[src/rtl/fifo_sync_pkg.sv]
// Shared types for the fifo_sync elastic buffer.
// FIFO_CHECK_EN (optional) sizes its sticky error counters from FIFO_DBG_CNT_W.
package fifo_sync_pkg;

  localparam int unsigned FIFO_DBG_CNT_W = 16;

  // Per-cycle queue operation, encoded as {accepted_write, accepted_read}
  typedef enum logic [1:0] {
    OP_IDLE = 2'b00,
    OP_POP  = 2'b01,
    OP_PUSH = 2'b10,
    OP_BOTH = 2'b11
  } fifo_op_e;

endpackage

[src/rtl/fifo_sync_mem.sv]
// Storage array for fifo_sync: one synchronous write port, one asynchronous read port.
// Contents are deliberately not reset.
module fifo_sync_mem
  import fifo_sync_pkg::*;
#(
  parameter int unsigned DEPTH = 4,
  parameter int unsigned AW    = 2,
  parameter int unsigned DW    = 8
) (
  input  logic          clk,
  input  logic          we_i,
  input  logic [AW-1:0] waddr_i,
  input  logic [DW-1:0] wdata_i,
  input  logic [AW-1:0] raddr_i,
  output logic [DW-1:0] rdata_c
);

  logic [DW-1:0] mem_q [DEPTH];

  always_ff @(posedge clk) begin
    if (we_i) begin
      mem_q[waddr_i] <= wdata_i;
    end
  end

  assign rdata_c = mem_q[raddr_i];

endmodule

[src/rtl/fifo_sync.sv]
// First-word-fall-through synchronous FIFO used as the RAM-to-consumer elastic buffer.
// Optional macro FIFO_CHECK_EN adds simulation-only overflow/underflow reporting.
module fifo_sync
  import fifo_sync_pkg::*;
#(
  parameter int unsigned NUM_SLOTS     = 4,
  parameter int unsigned LOG_NUM_SLOTS = 2,
  parameter int unsigned DATA_WIDTH    = 8
) (
  input  logic                  clk,
  input  logic                  rst,
  input  logic [DATA_WIDTH-1:0] data_write,
  input  logic                  write,
  output logic                  full,
  output logic                  almost_full,
  output logic [DATA_WIDTH-1:0] data_read,
  input  logic                  next_read,
  output logic                  empty
);

  localparam int unsigned PTR_W   = LOG_NUM_SLOTS;
  localparam int unsigned CNT_W   = LOG_NUM_SLOTS + 1;
  localparam int unsigned FULL_TH = NUM_SLOTS;
  localparam int unsigned AFULL_TH = NUM_SLOTS - 2;

  logic [PTR_W-1:0]      wr_ptr_q, wr_ptr_d;
  logic [PTR_W-1:0]      rd_ptr_q, rd_ptr_d;
  logic [CNT_W-1:0]      cnt_q, cnt_d;
  logic                  wr_en, rd_en;
  logic                  mem_we;
  logic [DATA_WIDTH-1:0] mem_rdata;
  fifo_op_e              op;

  // Flags decode the registered occupancy only
  assign full        = (cnt_q == CNT_W'(FULL_TH));
  assign almost_full = (cnt_q >= CNT_W'(AFULL_TH));
  assign empty       = (cnt_q == '0);

  assign data_read = empty ? '0 : mem_rdata;

  // Write suppressed while in reset so a write there cannot corrupt storage
  assign mem_we = wr_en & rst;

  always_comb begin
    wr_en    = write & ~full;
    rd_en    = next_read & ~empty;
    wr_ptr_d = wr_ptr_q;
    rd_ptr_d = rd_ptr_q;
    cnt_d    = cnt_q;
    op       = fifo_op_e'({wr_en, rd_en});
    if (wr_en) begin
      wr_ptr_d = wr_ptr_q + PTR_W'(1);
    end
    if (rd_en) begin
      rd_ptr_d = rd_ptr_q + PTR_W'(1);
    end
    unique case (op)
      OP_PUSH: cnt_d = cnt_q + CNT_W'(1);
      OP_POP:  cnt_d = cnt_q - CNT_W'(1);
      OP_IDLE,
      OP_BOTH: cnt_d = cnt_q;
      default: cnt_d = cnt_q;
    endcase
  end

  always_ff @(posedge clk) begin
    if (!rst) begin
      wr_ptr_q <= '0;
      rd_ptr_q <= '0;
      cnt_q    <= '0;
    end else begin
      wr_ptr_q <= wr_ptr_d;
      rd_ptr_q <= rd_ptr_d;
      cnt_q    <= cnt_d;
    end
  end

  fifo_sync_mem #(
    .DEPTH (NUM_SLOTS),
    .AW    (PTR_W),
    .DW    (DATA_WIDTH)
  ) u_mem (
    .clk     (clk),
    .we_i    (mem_we),
    .waddr_i (wr_ptr_q),
    .wdata_i (data_write),
    .raddr_i (rd_ptr_q),
    .rdata_c (mem_rdata)
  );

`ifdef FIFO_CHECK_EN
  // Simulation-only misuse reporting with sticky counters
  logic [FIFO_DBG_CNT_W-1:0] overflow_cnt;
  logic [FIFO_DBG_CNT_W-1:0] underflow_cnt;
  logic [31:0]               cycle_q;

  always_ff @(posedge clk) begin
    if (!rst) begin
      overflow_cnt  <= '0;
      underflow_cnt <= '0;
      cycle_q       <= '0;
    end else begin
      cycle_q <= cycle_q + 32'd1;
      if (write && full) begin
        overflow_cnt <= overflow_cnt + FIFO_DBG_CNT_W'(1);
        $error("fifo_sync overflow at cycle %0d", cycle_q);
      end
      if (next_read && empty) begin
        underflow_cnt <= underflow_cnt + FIFO_DBG_CNT_W'(1);
        $error("fifo_sync underflow at cycle %0d", cycle_q);
      end
    end
  end
`endif

endmodule

[config.mk]
export PLATFORM = sky130hd
export DESIGN_NAME = fifo_sync
export DESIGN_NICKNAME = d
export VERILOG_FILES = /design/src/rtl/fifo_sync_pkg.sv /design/src/rtl/fifo_sync_mem.sv /design/src/rtl/fifo_sync.sv
export SDC_FILE = /design/constraint.sdc
export NUM_CORES = 1
export LEC_CHECK = 0
export BUFFER_PORTS_ARGS = -buffer_cell sky130_fd_sc_hd__buf_2
export CAP_MARGIN = 20
export CORE_ASPECT_RATIO = 1.75
export CORE_MARGIN = 10
export CORE_UTILIZATION = 45
export DETAILED_ROUTE_END_ITERATION = 6
export GPL_TIMING_DRIVEN = 0
export HOLD_SLACK_MARGIN = 0.05
export PLACE_DENSITY = 0.66
export SYNTH_ARGS = -nofsm -noshare
export SYNTH_HDL_FRONTEND = slang
export SYNTH_SLANG_ARGS = --single-unit
[constraint.sdc]
create_clock -name clk -period 2.8 [get_ports clk]
set_input_delay 0.14 -clock clk [delete_from_list [all_inputs] [get_ports clk]]
set_output_delay 0.14 -clock clk [all_outputs]
set_load 0.01 [all_outputs]
==> summary.md <==
| Metric | Value |
|---|---|
| Outcome | `finished, final reports clean` |
| Final setup fails | `0` |
| Final TNS setup | `0 ns` |
| Post-route cell area | `1990 µm²` |
| Worst EP arrival | `2.46 ns` |
| Drt total wl | `2890 µm` |
| Largest net degree at the start of global routing | `13` |
| CTS H-Tree Depth | `2` |
| Post-route clock skew | `0.00574 ns` |
| Yosys top cell by area | `edfxtp_1` |
| Top post-synthesis cells by area | `edfxtp_1 55%, dfxtp_1 10%, mux4_2 10%` |
| # Max-Cap Violations | `0` |
| Nets | `153` |
| Yosys warnings | `0` |
| Vias | `922` |
| Die Wd | `66.9 µm` |
| Final hold vios | `0` |
| Clock sink count | `41` |
| Total CTS buffers | `5` |
| Port Buffers | `22` |
| First-pass GRT wire length | `5040 µm` |
| Commonest cells post-synth | `32 x edfxtp_1, 9 x dfxtp_1, 8 x mux4_2, 8 x nor2b_1, 7 x nand2_1` |
| Synth top area share | `0.554` |
| Remaining DRCs | `0` |
| Routed len/inst | `15.9 µm` |
| CORE AREA | `3660 µm²` |
| Clock Path Buffers | `2` |
| Post-synthesis sequential area ratio | `0.658` |
| Placement Cell Area | `1900 µm²` |
| GRT Resource Usage Total | `0.0989` |
| Starting density of the core | `0.473` |
| Post-route ant nets | `0` |
| Vias in the first global route | `1,034` |
| Post-CTS Setup Bufs | `0` |
| Diodes inserted | `0` |
| Peak supply drop | `520 µV` |
| Worst Tran Pin Value | `0.419 ns` |
| DRT Pass-1 Iters | `4` |
| Leak Pwr | `0.742 nW` |
| Detailed Route Iter0 Violations | `9` |
| Cts repair resizes | `0` |
| Post-Syn Area | `1730 µm²` |
| Die height | `102 µm` |
| Min Tclk post-route | `2.25 ns` |
| Achievable clock frequency | `444 MHz` |
| Worst EP required | `3.00 ns` |
| Share of cells above drive strength 1 | `0.331` |
| Post-Layout Cell Count | `182` |
| Final cycle utilization of the critical path | `0.805` |
| Area grow syn2layout | `14.9%` |
| HP Class | `input port to flop` |
| Max-slew violations | `0` |
| Grt ovf | `0` |
| P per Cell Area | `885 nW/µm²` |
| FF+latch count, synth | `41` |
| Die area | `6830 µm²` |
| Root Buffer | `clkbuf_8` |
| CTS clk-pin slew, worst paths | `0.07 ns` |
| Slew HR | `0.721` |
| EDFF count, synth | `32` |
| Avg Inst Size Synth | `16.4 µm²` |
| Multi-input logic area | `534 µm²` |
| Register Area | `1140 µm²` |
| Hold Buf Count CTS | `0` |
| Via/cell ratio | `5.07` |
| Post-synth top flop | `edfxtp_1` |
| Setup crit end kind | `flop` |
| Pwr Total | `1.76 mW` |
| Critical Path Fanout Max | `7` |
| Synth unique cells | `25` |
| Async set-or-reset flop fraction in the synthesized netlist | `0` |
| Ports | `23` |
| Most common cell in the netlist | `edfxtp_1` |
| Cell count after synthesis | `106` |
| TritonCTS clock tree | `done` |
| Worst Setup Start Kind | `flop` |
| Placer congestion estimate | `0.699` |
| Unrepaired setup endpoints after global routing | `false` |
| Clk_lat worst skew | `0.28 ns` |
| Post-synth net total | `124` |
| Setup Crit Path Kind | `flop to flop` |
| Fill count | `320` |
| Initial antenna violation count | `0` |
| Post-placement cell count | `174` |
| Final HPWL DP | `2190 µm` |
| # rows | `29` |
==> final cells by class <==
class	instances	share of cell area
multi-input cells	54	0.268
inverters	6	0.0113
plain buffers	5	0.0182
repair buffers	22	0.0553
well taps	46	0.0289
clock buffers	8	0.0452
flip-flops and latches	41	0.573
==> per-stage QoR <==
| step | utilization | hold slack [ns] | setup WS [ns] |
|---|---|---|---|
| 5_1_grt | 0.544 | 0.0625 | 0.351 |
| 2_1_floorplan | - | 0.239 | 0.672 |
| 6_report | 0.544 | 0.0673 | 0.546 |
| 4_1_cts | 0.544 | 0.0540 | 0.532 |
| 3_5_place_dp | 0.519 | 0.357 | 0.555 |
| 3_3_place_gp | 0.519 | 0.351 | 0.648 |
==> power breakdown <==
part           leakage (nW)  switching, mW  internal, mW
clock network        0.0455          0.172         0.201
logic                 0.332          0.315         0.308
registers             0.364         0.0448         0.722
==> worst max-delay path: stages, from the launching register on <==
cell and delay, ns:
dfxtp_1 0.40, nor3b_2 0.22, nor2b_1 0.06, clkbuf_2 0.16
inv_1 0.07, ha_1 0.17, inv_1 0.06, fa_1 0.39
xor2_1 0.17, or3_1 0.31, a21boi_0 0.17
==> per-layer routing <==
metal | global-route usage | wire [µm]
met1 | 0.0963 | 1090
met2 | 0.173 | 1600
met3 | 0.0427 | 163
met4 | 0.0460 | 37
met5 | 0 | 0
==> state kept, by name, indices dropped and copies added (netlist names), named ones only <==
name and flops:
rd_ptr_q 2, u_mem.mem_q 32, cnt_q 3, wr_ptr_q 2
==> final timing paths <==
kind | startpoint | end | slack (ns) | depth (start not counted)
max | cnt_q[2] | cnt_q[2] | 0.55 | 10
min | data_write[7] | u_mem.mem_q[3][7] | 0.07 | 1
max reg2reg | cnt_q[2] | cnt_q[2] | 0.55 | 10
min reg2reg | rd_ptr_q[1] | flop | 0.50 | 2
==> cell usage in the layout (no fill, tap or decap), types with 2 or more instances in the layout <==
master    Yosys  layout
and2_1        2       2
and3_1        4       4
buf_2         0      22
buf_6         2       2
clkbuf_1      1       3
clkbuf_2      2       2
clkbuf_8      0       6
dfxtp_1       9       9
edfxtp_1     32      32
ha_1          5       5
inv_1         6       6
mux2i_1       2       2
mux4_2        8       8
nand2_1       7       7
nor2b_1       8       8
nor2b_4       2       2
o21ai_0       5       5
or3_1         2       2
==> cells by family after synthesis <==
kind of cell | after synthesis | synth area share
xor+xnor | 2 | 0.0101
simple gates | 29 | 0.112
buf+inv | 11 | 0.0339
mux | 10 | 0.115
compound gates | 7 | 0.0231
flops | 41 | 0.658
fa+ha+maj | 6 | 0.0476
No activity file was read; power rests on OpenSTA's default activity.
